==> src/rtl/gmii_rx_frame_receiver_if.sv <==
// rtl/gmii_rx_frame_receiver_if.sv - GMII receive inputs and payload stream/status outputs of the frame receiver
interface gmii_rx_frame_receiver_if;
    logic       i_gmii_rx_dv;
    logic [7:0] i_gmii_rx_d;
    logic       i_gmii_rx_err;
    logic [7:0] o_m_axis_tdata;
    logic       o_m_axis_tvalid;
    logic       o_m_axis_tlast;
    logic       o_m_axis_tuser;
    logic       o_frame_good;
    logic       o_frame_bad;

    modport master (
        input  i_gmii_rx_dv,
        input  i_gmii_rx_d,
        input  i_gmii_rx_err,
        output o_m_axis_tdata,
        output o_m_axis_tvalid,
        output o_m_axis_tlast,
        output o_m_axis_tuser,
        output o_frame_good,
        output o_frame_bad
    );

    modport slave (
        output i_gmii_rx_dv,
        output i_gmii_rx_d,
        output i_gmii_rx_err,
        input  o_m_axis_tdata,
        input  o_m_axis_tvalid,
        input  o_m_axis_tlast,
        input  o_m_axis_tuser,
        input  o_frame_good,
        input  o_frame_bad
    );
endinterface

==> src/rtl/gmii_rx_frame_receiver.sv <==
// rtl/gmii_rx_frame_receiver.sv - GMII rx: strip preamble/SFD, check length and FCS, stream payload without the FCS
module gmii_rx_frame_receiver #(
    parameter int MIN_FRAME_BYTES = 64,
    parameter int MAX_FRAME_BYTES = 1518
) (
    input  logic                     i_clock,
    input  logic                     i_reset,
    gmii_rx_frame_receiver_if.master io_bus
);

    localparam int          CW      = $clog2(MAX_FRAME_BYTES + 2);
    localparam logic [CW-1:0] CNT_SAT = CW'(MAX_FRAME_BYTES + 1);
    localparam logic [CW-1:0] CNT_MIN = CW'(MIN_FRAME_BYTES);
    localparam logic [CW-1:0] CNT_MAX = CW'(MAX_FRAME_BYTES);
    localparam logic [31:0] CRC_POLY    = 32'hEDB88320;
    localparam logic [31:0] CRC_INIT    = 32'hFFFFFFFF;
    localparam logic [31:0] CRC_RESIDUE = 32'hDEBB20E3;
    localparam logic [7:0]  PRE_BYTE    = 8'h55;
    localparam logic [7:0]  SFD_BYTE    = 8'hD5;

    typedef enum logic [1:0] {
        S_IDLE,
        S_PREAMBLE,
        S_PAYLOAD,
        S_DROP
    } state_t;

    state_t        r_state;
    state_t        w_next;
    logic          w_sfd;
    logic          w_shift;
    logic          w_eof;
    logic          w_bad;

    logic [31:0]   r_crc;
    logic [CW-1:0] r_count;
    logic          r_err;
    logic [7:0]    r_pd [5];
    logic [4:0]    r_pv;

    logic [7:0]    r_tdata;
    logic          r_tvalid;
    logic          r_tlast;
    logic          r_tuser;
    logic          r_good;
    logic          r_bad;

    function automatic logic [31:0] crc_next(input logic [31:0] crc, input logic [7:0] d);
        logic [31:0] c;
        c = crc;
        for (int i = 0; i < 8; i++) begin
            if (c[0] ^ d[i]) c = (c >> 1) ^ CRC_POLY;
            else             c = c >> 1;
        end
        return c;
    endfunction

    always_ff @(posedge i_clock) begin
        if (i_reset) r_state <= S_DROP;
        else         r_state <= w_next;
    end

    always_comb begin
        w_next  = r_state;
        w_sfd   = 1'b0;
        w_shift = 1'b0;
        w_eof   = 1'b0;
        case (r_state)
            S_IDLE: begin
                if (io_bus.i_gmii_rx_dv) begin
                    if (io_bus.i_gmii_rx_d == PRE_BYTE && !io_bus.i_gmii_rx_err) w_next = S_PREAMBLE;
                    else                                                          w_next = S_DROP;
                end
            end
            S_PREAMBLE: begin
                if (!io_bus.i_gmii_rx_dv)               w_next = S_IDLE;
                else if (io_bus.i_gmii_rx_err)          w_next = S_DROP;
                else if (io_bus.i_gmii_rx_d == PRE_BYTE) w_next = S_PREAMBLE;
                else if (io_bus.i_gmii_rx_d == SFD_BYTE) begin
                    w_next = S_PAYLOAD;
                    w_sfd  = 1'b1;
                end else                                w_next = S_DROP;
            end
            S_PAYLOAD: begin
                if (io_bus.i_gmii_rx_dv) begin
                    w_shift = 1'b1;
                end else begin
                    w_eof  = 1'b1;
                    w_next = S_IDLE;
                end
            end
            S_DROP: begin
                if (!io_bus.i_gmii_rx_dv) w_next = S_IDLE;
            end
            default: w_next = S_DROP;
        endcase
    end

    // CRC over data plus its own FCS leaves the fixed residue when the frame is intact
    assign w_bad = (r_crc != CRC_RESIDUE) || r_err || (r_count < CNT_MIN) || (r_count > CNT_MAX);

    always_ff @(posedge i_clock) begin
        if (i_reset) begin
            r_crc    <= CRC_INIT;
            r_count  <= '0;
            r_err    <= 1'b0;
            r_pv     <= '0;
            for (int i = 0; i < 5; i++) r_pd[i] <= '0;
            r_tdata  <= '0;
            r_tvalid <= 1'b0;
            r_tlast  <= 1'b0;
            r_tuser  <= 1'b0;
            r_good   <= 1'b0;
            r_bad    <= 1'b0;
        end else begin
            r_tvalid <= 1'b0;
            r_tlast  <= 1'b0;
            r_tuser  <= 1'b0;
            r_good   <= 1'b0;
            r_bad    <= 1'b0;

            if (w_sfd) begin
                r_crc   <= CRC_INIT;
                r_count <= '0;
                r_err   <= 1'b0;
                r_pv    <= '0;
            end

            if (w_shift) begin
                r_crc   <= crc_next(r_crc, io_bus.i_gmii_rx_d);
                if (r_count != CNT_SAT) r_count <= r_count + CW'(1);
                if (io_bus.i_gmii_rx_err) r_err <= 1'b1;
                r_pd[0] <= io_bus.i_gmii_rx_d;
                for (int i = 1; i < 5; i++) r_pd[i] <= r_pd[i-1];
                r_pv    <= {r_pv[3:0], 1'b1};
                // p4 only fills once four newer bytes exist, so it can never be an FCS byte
                if (r_pv[4]) begin
                    r_tvalid <= 1'b1;
                    r_tdata  <= r_pd[4];
                end
            end

            if (w_eof) begin
                if (r_pv[4]) begin
                    r_tvalid <= 1'b1;
                    r_tdata  <= r_pd[4];
                    r_tlast  <= 1'b1;
                    r_tuser  <= w_bad;
                end
                r_good <= !w_bad;
                r_bad  <= w_bad;
                r_pv   <= '0;
            end
        end
    end

    assign io_bus.o_m_axis_tdata  = r_tdata;
    assign io_bus.o_m_axis_tvalid = r_tvalid;
    assign io_bus.o_m_axis_tlast  = r_tlast;
    assign io_bus.o_m_axis_tuser  = r_tuser;
    assign io_bus.o_frame_good    = r_good;
    assign io_bus.o_frame_bad     = r_bad;

endmodule

==> src/flat_wrapper.sv <==
// flat-port wrapper written by rule: the top's interface ports become plain ports
module gmii_rx_frame_receiver_flat 
#(
    parameter int MIN_FRAME_BYTES = 64,
    parameter int MAX_FRAME_BYTES = 1518
)
  (i_clock, i_reset, io_bus_i_gmii_rx_dv, io_bus_i_gmii_rx_d, io_bus_i_gmii_rx_err, io_bus_o_m_axis_tdata, io_bus_o_m_axis_tvalid, io_bus_o_m_axis_tlast, io_bus_o_m_axis_tuser, io_bus_o_frame_good, io_bus_o_frame_bad);
  gmii_rx_frame_receiver_if io_bus_i ();
  input  logic i_clock;
  input  logic i_reset;
  input wire logic [$bits(io_bus_i.i_gmii_rx_dv)-1:0] io_bus_i_gmii_rx_dv;
  input wire logic [$bits(io_bus_i.i_gmii_rx_d)-1:0] io_bus_i_gmii_rx_d;
  input wire logic [$bits(io_bus_i.i_gmii_rx_err)-1:0] io_bus_i_gmii_rx_err;
  output wire logic [$bits(io_bus_i.o_m_axis_tdata)-1:0] io_bus_o_m_axis_tdata;
  output wire logic [$bits(io_bus_i.o_m_axis_tvalid)-1:0] io_bus_o_m_axis_tvalid;
  output wire logic [$bits(io_bus_i.o_m_axis_tlast)-1:0] io_bus_o_m_axis_tlast;
  output wire logic [$bits(io_bus_i.o_m_axis_tuser)-1:0] io_bus_o_m_axis_tuser;
  output wire logic [$bits(io_bus_i.o_frame_good)-1:0] io_bus_o_frame_good;
  output wire logic [$bits(io_bus_i.o_frame_bad)-1:0] io_bus_o_frame_bad;
  assign io_bus_i.i_gmii_rx_dv = io_bus_i_gmii_rx_dv;
  assign io_bus_i.i_gmii_rx_d = io_bus_i_gmii_rx_d;
  assign io_bus_i.i_gmii_rx_err = io_bus_i_gmii_rx_err;
  assign io_bus_o_m_axis_tdata = io_bus_i.o_m_axis_tdata;
  assign io_bus_o_m_axis_tvalid = io_bus_i.o_m_axis_tvalid;
  assign io_bus_o_m_axis_tlast = io_bus_i.o_m_axis_tlast;
  assign io_bus_o_m_axis_tuser = io_bus_i.o_m_axis_tuser;
  assign io_bus_o_frame_good = io_bus_i.o_frame_good;
  assign io_bus_o_frame_bad = io_bus_i.o_frame_bad;
  gmii_rx_frame_receiver #(.MIN_FRAME_BYTES(MIN_FRAME_BYTES), .MAX_FRAME_BYTES(MAX_FRAME_BYTES)) u_core (.i_clock(i_clock), .i_reset(i_reset), .io_bus(io_bus_i));
endmodule
==> config.mk <==
export PLATFORM = sky130hd
export DESIGN_NAME = gmii_rx_frame_receiver_flat
export DESIGN_NICKNAME = d
export VERILOG_FILES = /design/src/rtl/gmii_rx_frame_receiver_if.sv /design/src/rtl/gmii_rx_frame_receiver.sv /design/src/flat_wrapper.sv
export SDC_FILE = /design/constraint.sdc
export NUM_CORES = 1
export LEC_CHECK = 0
export BUFFER_PORTS_ARGS = -buffer_cell sky130_fd_sc_hd__clkbuf_2
export CORE_UTILIZATION = 35
export DETAILED_ROUTE_END_ITERATION = 7
export PLACE_DENSITY_LB_ADDON = 0.08
export SETUP_SLACK_MARGIN = 0.4
export SYNTH_ARGS = -nofsm -noshare
export SYNTH_HDL_FRONTEND = slang
export SYNTH_SLANG_ARGS = --single-unit
==> constraint.sdc <==
create_clock -name i_clock -period 4.7 [get_ports i_clock]
set_input_delay 0.94 -clock i_clock [delete_from_list [all_inputs] [get_ports i_clock]]
set_output_delay 0.94 -clock i_clock [all_outputs]
set_load 0.01 [all_outputs]
# Word-level counts from Yosys, hierarchy flattened
# Memories as Yosys holds them, arrays and structs flattened.
# Index checks and enable logic that the tools add are counted.
# Widths: inputs -> output; s select.
# totals
rom_bits,0
reg_bits,64
output_inout_bits,13
ramBits,40
latch_bits,0
memories,1
# mem_list
name,depth,word_bits,read_ports,rd_ports_with_merged_regs,wr,line,rtl
u_core.r_pd,5,8,5,0,5,gmii_rx_frame_receiver.sv:38,logic [7:0] r_pd [5];
# op_classes
add_sub_neg,1
multipliers,0
shifts,0
n_eq_ne,9
n_lt_le_gt_ge,2
div_mod_pow,0
n_mux,67
bitwise_logic,23
reduce_logical,13
# op_table
cell,count
$mux 32,24
$not 13->14,8
$mux 8,9
$mux 11,3
$ne 32x32->1 const B,1
$mux 1,22
$mux 2,6
$add 11x1->11 const B,1
$gt 11x11->1 const B,1
$lt 11x7->1 const B,1
$ne 11x11->1 const B,1
$mux 5,2
$eq 8x7->1 const B,1
$eq 8x8->1 const B,1
$xor 1x1->1,8
$pmux 2 s3,1
$reduce_or 2->1,3
$or 1x1->1,5
$eq 2x2->1 const B,2
$ne 2x2->1 const B,2
$logic_or 1x1->1,3
$reduce_or 3->1,1
$eq 2x1->1 const B,1
$logic_not 1->1,2
5 further kinds,6

# Depth between registers and ports, before layout
# Gate-level depths: netlist of run 1.
# depth
word_depth,31
depth_mapped,7

# Worst setup path before layout of run 1
# Ideal clock, no wire load.
# synth_path
kind,input -> register
from,in i_reset
to,mem u_core.r_pd[0][0] (enable)
arrival_ns,2.480
path_stages,3
setup_time_ns,0.404
slack_ns,1.817
path_cell_list,clkbuf_1 clkbuf_1 nand2b_1
# synth_lines
element,line,rtl
"start, declared",flat_wrapper.sv:10,input logic i_reset;
"end, declared",gmii_rx_frame_receiver.sv:38,

# Final worst setup path of run 1
# layout_path
from,in io_bus_i_gmii_rx_d[5]
to,reg u_core.r_crc[20]
# layout_via
elab_chain_cells,7
# layout_lines
element,line,rtl
"start, declared",flat_wrapper.sv:12,input wire logic [$bits(io_bus_i.i_gmii_rx_d)-1:0] io_bus_i_gmii_rx_d;
$eq 8x8->1,gmii_rx_frame_receiver.sv:79,else if (io_bus.i_gmii_rx_d == SFD_BYTE) begin
$mux 1,gmii_rx_frame_receiver.sv:79,
$mux 1 *,gmii_rx_frame_receiver.sv:78,else if (io_bus.i_gmii_rx_d == PRE_BYTE) w_next = S_PREAMBLE;
$mux 1 *,gmii_rx_frame_receiver.sv:77,else if (io_bus.i_gmii_rx_err) w_next = S_DROP;
$mux 1 *,gmii_rx_frame_receiver.sv:76,if (!io_bus.i_gmii_rx_dv) w_next = S_IDLE;
$mux 1 *,gmii_rx_frame_receiver.sv:68,case (r_state)
$reduce_bool 2->1 (no source line) *,--,
"end signal, assigned",gmii_rx_frame_receiver.sv:130,"r_crc <= crc_next(r_crc, io_bus.i_gmii_rx_d);"
"end, declared",gmii_rx_frame_receiver.sv:35,logic [31:0] r_crc;
# Mark *: on every way between the ends. The rest lies on a longest branch, timed or not.
# A chain may end at the register's enable or synchronous reset.

==> impl_metrics.csv, run 1 <==
group,metric,value,unit
run_status,status,"complete, no violations",
worst_setup_path,cp_max_fo,19,
placed_design,place_congestion,0.8060,
clock_tree,clock-root-buffer,"clkbuf_16",
power,clkPwrFrac,0.352,
floorplan,fp.coreArea,13240,sq um
yosys,synth_nets,438,
worst_setup_path,crit_end,"u_core.r_crc[20]",
worst_setup_path,path_class,"in -> reg",
global_routing,grt_pass1_vias,2903,
power,combPwrFrac,0.192,
yosys,synthAdderAreaFrac,0.005247,
drt,drt_iter0_drc,135,
clock_tree,cts_buffers,9,
finish,layout.nets,458,
clock_tree,post-cts-setup-buffers,0,
worst_setup_path,worstPathArrival,3140,ps
finish,drive_gt1_frac,0.1381,
floorplan,io_pins,25,
timing,period_needed,2840,ps
worst_setup_path,r2r-end,"u_core.r_crc[20]",
worst_setup_path,cp.required,5000,ps
yosys,ys_warn_count,0,
finish,multiInputGateArea,2195,sq um
yosys,yosys.area_share.simple,0.1721,
yosys,avgSynthCellArea,11.25,sq um
clock_tree,clkTransAtPathRegs,70,ps
power,p_per_area,415.0,nW/um^2
yosys,syn-cell-area,4770,sq um
clock_tree,cts_tree,"built",
drt,ant_nets,0,
yosys,async_reset_ff_frac,0,
hold_path,hold_path.class,"reg -> reg",
timing,timing.hold.ws,455.7,ps
clock_tree,htreeDepth,3,
finish,final_cell_area,5363,sq um
global_routing,grt_pass1_wl,15870,microns
yosys,synth_xor_area_frac,0.1700,
placed_design,dp_hpwl,6593,microns
worst_setup_path,r2r-start,"u_core.r_state[1]",
floorplan,initial_utilization,0.3602,
drt,vias_per_cell,4.867,
drt,dr.pass1.iters,4,
floorplan,die_h,118.7,microns
placed_design,dpl_cell_area,5059,sq um
yosys,synth_ff_type,"dfxtp_1",
worst_setup_path,crit_start,"io_bus_i_gmii_rx_d[5]",
placed_design,port_buffers,24,
timing,relSlewSlack,0.3515,
global_routing,grt_overflow_total,0,
finish,n_fill_cell,1351,
clock_tree,clkLatencyLatePin,360,ps
timing,max_freq,0.3522,GHz
finish,seqCellArea,2482,sq um
floorplan,die_area,14100,sq um
drt,num_vias,3042,
power,swShare,0.2693,
floorplan,std_cell_rows,42,
finish,n_antenna_cell,0,
worst_setup_path,cp-start-kind,"input pin",
yosys,synth_compound_area_frac,0.1118,
power,power.switching,599.3,uW
timing,grt_setup_unrepaired,"no",
timing,finClkSkew,5.999,ps
worst_setup_path,rrSetupSlack,2330,ps
timing,finalHoldViolCount,0,
drt,wire_per_inst,15.61,microns
clock_tree,cts_buffer_depth,2,
finish,final_cells,625,
yosys,ys_seq_area_frac,0.5205,
timing,fin_tns_setup,0,ps
clock_tree,cts.sinks,104,
clock_tree,post_cts_resize_count,0,
timing,post-route-period-util,0.6042,
timing,worstMarginPinSlew,972.7,ps
run,maxCapViolations,0,
power,power_leakage,0.001929,uW
yosys,syn-instance-count,424,
drt,drt_wl_total,9755,microns
floorplan,die_w,118.7,microns
placed_design,placed_cells,609,
timing,setup_viol,0,
timing,slew_viol_final,0,
power,pwr-share-seq,0.456,
global_routing,track_usage,0.1498,
finish,syn_to_final_growth,12.43,%
yosys,synth_edf_count,40,
power,ir_drop,0.2364,mV
placed_design,place_ws,1529,ps
yosys,synth_seq_cells,104,
global_routing,antenna_found_initial,0,
timing,timing.final.ws_setup,1860,ps
drt,drc,0,
yosys,synth_mux_area_frac,0,
worst_setup_path,cp-end-kind,"flip-flop",
yosys,synth_cell_type_count,48,
power,internal_power,1626,uW
clock_tree,hold_buffers,0,
global_routing,grt_max_degree,41,
yosys,synth_top_family_by_area,"simple AND/OR/NAND/NOR gates",
worst_setup_path,reg2reg_depth,5,
[logic make-up after synthesis]
| kind of cell | after synthesis |
|---|---|
| compound gates | 78 |
| buf+inv | 22 |
| xor+xnor | 71 |
| flops | 104 |
| fa+ha+maj | 2 |
| simple gates | 147 |
[state kept, by name (all words and copies together), names as in the netlist, named ones only]
name	cells
u_core.r_pd	40
u_core.r_crc	32
u_core.r_count	11
u_core.r_pv	5
u_core.r_state	2
u_core.io_bus.o_frame_bad	1
u_core.io_bus.o_frame_good	1
u_core.io_bus.o_m_axis_tlast	1
u_core.io_bus.o_m_axis_tuser	1
u_core.io_bus.o_m_axis_tvalid	1
u_core.r_err	1
[worst min-delay path by stage]
| stage | cells past startpoint | slack [ps] | end | start |
|---|---|---|---|---|
| finish | 2 | 460 | flip-flop | flip-flop |
| global route | 2 | 470 | flip-flop | flip-flop |
| CTS | 2 | 460 | flip-flop | flip-flop |
| detailed placement | 2 | 450 | flip-flop | flip-flop |
| global placement | 2 | 440 | flip-flop | flip-flop |
| floorplan | 2 | 460 | u_core.r_pv[0] | u_core.r_pv[0] |
[cell usage after synthesis (2+ instances only)]
library cell / count / area share
o22a_1: 4 / 0.0073
inv_1: 3 / 0.0024
xor2_1: 12 / 0.022
xnor2_2: 8 / 0.027
o21bai_1: 2 / 0.0031
buf_4: 4 / 0.0063
ha_1: 2 / 0.0052
a31oi_1: 4 / 0.0052
nor3_1: 3 / 0.0031
dfxtp_1: 64 / 0.27
nor2_1: 17 / 0.013
nand2b_1: 20 / 0.026
or4_1: 2 / 0.0031
clkbuf_1: 15 / 0.012
a21oi_1: 17 / 0.018
nand2_1: 30 / 0.024
nand4_1: 2 / 0.0026
o22ai_1: 14 / 0.018
a22oi_1: 6 / 0.0094
xnor3_2: 3 / 0.015
edfxtp_1: 40 / 0.25
or3_1: 4 / 0.0052
and4b_1: 2 / 0.0042
nor4_1: 7 / 0.0092
nor2b_1: 2 / 0.0026
nor4b_1: 2 / 0.0037
a311oi_1: 2 / 0.0037
and2_1: 41 / 0.054
nand4b_1: 5 / 0.0092
xnor2_1: 43 / 0.079
a2bb2oi_1: 14 / 0.026
o21ai_0: 8 / 0.0084
nand3_1: 7 / 0.0073
[layout by cell type (no fill, tap or decap), types with 5 or more instances in the layout]
cell	n
xnor2_1	43
nand2b_1	19
a22oi_1	6
edfxtp_1	40
dfxtp_1	64
nor2_1	16
o21ai_0	8
a2bb2oi_1	14
xor2_1	12
a21oi_1	17
and2_1	41
nand2_1	30
clkbuf_2	24
nand4b_1	5
nand3_1	7
xnor2_2	8
o22ai_1	14
nor4_1	7
clkbuf_16	9
[cell type report]
| class | instances | share of cell area |
|---|---|---|
| clock buffers | 10 | 0.04270 |
| clock inverters | 6 | 0.01400 |
| inverters | 3 | 0.002100 |
| multi-input cells | 298 | 0.4092 |
| flip-flops and latches | 104 | 0.4629 |
| well taps | 176 | 0.04106 |
| repair buffers | 28 | 0.02800 |
[worst max-delay path: stages]
cell      delay, ps
clkbuf_2        130
nand4b_1        320
nor4_1          570
o21ai_1         260
nand2b_1        690
o22a_1          220
[per-stage QoR]
| step | utilization | total power [uW] |
|---|---|---|
| floorplan | - | 1384 |
| global placement | 0.3820 | 1469 |
| detailed placement | 0.3820 | 1467 |
| CTS | 0.4050 | 2252 |
| global route | 0.4050 | 2323 |
| finish | 0.4050 | 2226 |
[layer usage]
| layer | up-vias | part of all wire | track usage |
|---|---|---|---|
| met3 | 12 | 0.030 | 0.03620 |
| met2 | 46 | 0.43 | 0.2197 |
| met4 | 0 | 0.019 | 0.06646 |
| li1 | 1548 | - | - |
| met5 | - | 0 | 0 |
| met1 | 1436 | 0.52 | 0.2081 |
[power by group through the flow]
stage / clock network, uW / registers, uW / logic, uW
2_1_floorplan: 0 / 1030 / 358
3_3_place_gp: 0 / 1040 / 433
3_5_place_dp: 0 / 1040 / 431
4_1_cts: 803 / 1020 / 433
5_1_grt: 835 / 1020 / 466
6_report: 783 / 1020 / 426
No activity file was read; power rests on OpenSTA's default activity.
==> run 2: changes to the inputs <==
Settings changed: ABC_AREA set to 1.
Clock period 4.7 ns to 2.9 ns, I/O delays scaled along.
==> run 2 against run 1 <==
Against the previous run: synthesized cell count is 68% higher; global-route usage is 1.8 points higher; critical path type is now reg -> reg; critical endpoint is now u_core.r_pd[0][25]; clock power is 52% higher.
==> impl_metrics.csv, run 2 <==
group,metric,value,unit
timing,setup_viol,0,
drt,drc,0,
worst_setup_path,cp_cell_sequence,"inv_1 > nor2_1 > inv_2 > nor2_4 > inv_2 > nor2_8 > inv_2 > buf_4 > nor2_1",
placed_design,port_buffers,24,
yosys,ys_warn_count,0,
finish,layout.cells.most_common,"nand2_1",
global_routing,grt_pass1_vias,4095,
drt,dr_wl_met3,545,microns
finish,max_flop_register,"u_core.r_pd",
timing,fin_tns_setup,0,ps
finish,n_antenna_cell,0,
finish,top_regs,"u_core.r_pd x40, u_core.r_crc x32, u_core.r_count x11",
yosys,yosys.area.top_type_share,0.2417,
clock_tree,clkTransAtPathRegs,70,ps
clock_tree,post_cts_resize_count,0,
worst_setup_path,cp-end-kind,"flip-flop",
clock_tree,post-cts-setup-buffers,0,
yosys,synth_seq_cells,104,
drt,num_vias,4372,
floorplan,io_pins,25,
worst_setup_path,cp.required,3090,ps
drt,routed-wl-met2,5694,microns
floorplan,die_area,15640,sq um
hold_path,hold_path.class,"reg -> reg",
timing,slew_viol_final,0,
global_routing,grt_max_degree,42,
finish,final_cell_area,5914,sq um
drt,ant_nets,0,
drt,dr.pass1.iters,7,
drt,wl_met1,6181,microns
timing,relSlewSlack,0.6279,
global_routing,grt_pass1_wl,20410,microns
drt,wire_per_inst,13.53,microns
timing,grt_setup_unrepaired,"no",
finish,n_fill_cell,1522,
floorplan,initial_utilization,0.3620,
yosys,yosys-top-cells-area,"dfxtp_1, edfxtp_1, nand2_1",
clock_tree,cts_tree,"built",
yosys,synth_ff_type,"dfxtp_1",
timing,period_needed,2005,ps
timing,finalHoldViolCount,0,
clock_tree,cts_buffers,9,
yosys,ys_top_cells_by_count,"nand2_1, inv_1, nor2_1, dfxtp_1, nand3_1",
worst_setup_path,path_class,"reg -> reg",
yosys,async_reset_ff_frac,0,
timing,post-route-period-util,0.6915,
run,maxCapViolations,0,
drt,top_layer,"met4",
power,power_leakage,0.002842,uW
global_routing,antenna_found_initial,0,
floorplan,die_w,125.1,microns
power,p_total,3306,uW
placed_design,placed_cells,914,
worst_setup_path,cpLargestDelayFamily,"simple AND/OR/NAND/NOR gates",
clock_tree,clkLatencyLatePin,360,ps
finish,layout.nets,755,
global_routing,grt_overflow_total,0,
timing,timing.final.ws_setup,894.8,ps
yosys,ys_seq_area_frac,0.4683,
yosys,avgSynthCellArea,7.435,sq um
drt,drt_wl_total,12580,microns
worst_setup_path,worst-path-buf-inv,5,
yosys,synth_nets,727,
global_routing,track_usage,0.1681,
finish,largest_reg_flops,40,
placed_design,place_congestion,0.8588,
placed_design,place_ws,669.1,ps
timing,max_freq,0.4987,GHz
drt,drt_iter0_drc,336,
floorplan,fp.coreArea,14640,sq um
worst_setup_path,cpPeakStageDelay,340,ps
power,ir_drop,0.2829,mV
placed_design,dp_hpwl,9211,microns
timing,worstMarginPinSlew,553.1,ps
finish,drive_gt1_frac,0.09249,
worst_setup_path,worstPathArrival,2200,ps
yosys,synth_edf_count,40,
yosys,syn-instance-count,713,
finish,syn_to_final_growth,11.56,%
clock_tree,htreeDepth,3,
worst_setup_path,cp_common_cell,"inv_2",
clock_tree,cts_buffer_depth,2,
run_status,status,"complete, no violations",
clock_tree,cts.sinks,104,
yosys,yosys.area.top_type,"dfxtp_1",
floorplan,std_cell_rows,44,
clock_tree,hold_buffers,0,
clock_tree,clock-root-buffer,"clkbuf_16",
placed_design,dpl_cell_area,5620,sq um
yosys,syn-cell-area,5301,sq um
worst_setup_path,cp-start-kind,"flip-flop",
yosys,synth_cell_type_count,42,
timing,finClkSkew,11.09,ps
worst_setup_path,crit_slowest_cell,"dfxtp_1",
finish,final_cell_mix,"nand2_1, inv_1, nor2_1",
worst_setup_path,cp_max_fo,41,
yosys,post-synth-top-count-cell,"nand2_1",
floorplan,die_h,125.1,microns
drt,vias_per_cell,4.701,
power,p_per_area,559.0,nW/um^2
finish,final_cells,930,
## run 2: area by class of cell
| cell class | count | area (sq um) | area share |
|---|---|---|---|
| sequential | 104 | 2482 | 0.4197 |
| multi-input combinational | 471 | 2263 | 0.3827 |
| inverter | 123 | 464.2 | 0.07849 |
| clock buffer | 10 | 239.0 | 0.04041 |
| tap | 184 | 230.2 | 0.03893 |
| timing repair buffer | 32 | 180.2 | 0.03046 |
| clock inverter | 6 | 55.05 | 0.009308 |
## run 2: path summary, 6_finish.rpt
path                         to  slack, ps  cells after the start               from
max          u_core.r_pd[0][25]        890                      9  u_core.r_state[1]
min                   flip-flop        440                      2          flip-flop
max reg2reg  u_core.r_pd[0][25]        890                      9  u_core.r_state[1]
min reg2reg           flip-flop        440                      2          flip-flop
## run 2: power breakdown
group / total (uW) / switching (uW) / leakage (uW) / internal (uW)
combinational: 494 / 342 / 0.00176 / 152
sequential: 1620 / 38.9 / 0.000940 / 1580
clock: 1190 / 574 / 0.000143 / 618
total: 3310 / 955 / 0.00284 / 2350
## run 2: worst register-to-register path, cell delays in order, from the launching register on
cell	delay, ps
dfxtp_1	340
inv_1	60
nor2_1	150
inv_2	80
nor2_4	160
inv_2	150
nor2_8	250
inv_2	160
buf_4	280
nor2_1	220
## run 2: metal layers
layer  track usage  up-vias
met5             0        -
met2        0.2718       98
met4       0.05739        0
li1              -     2276
met3       0.04108       14
met1        0.2195     1984
## run 2: per-stage QoR
| stage | util | hold slack, ps |
|---|---|---|
| floorplan | - | 427.4 |
| global placement | 0.3838 | 430.9 |
| detailed placement | 0.3838 | 437.2 |
| CTS | 0.4039 | 448.8 |
| global route | 0.4039 | 467.8 |
| finish | 0.4039 | 443.8 |
## run 2: cells by family after synthesis
group	count (synthesis)	share of synthesized area
xor gates and xnor gates	33	0.05877
buffers and inverters	138	0.1048
DFF	104	0.4683
AOI/OAI and AO/OA	67	0.06656
and+or+nand+nor	369	0.2969
adders and majority gates	2	0.004720
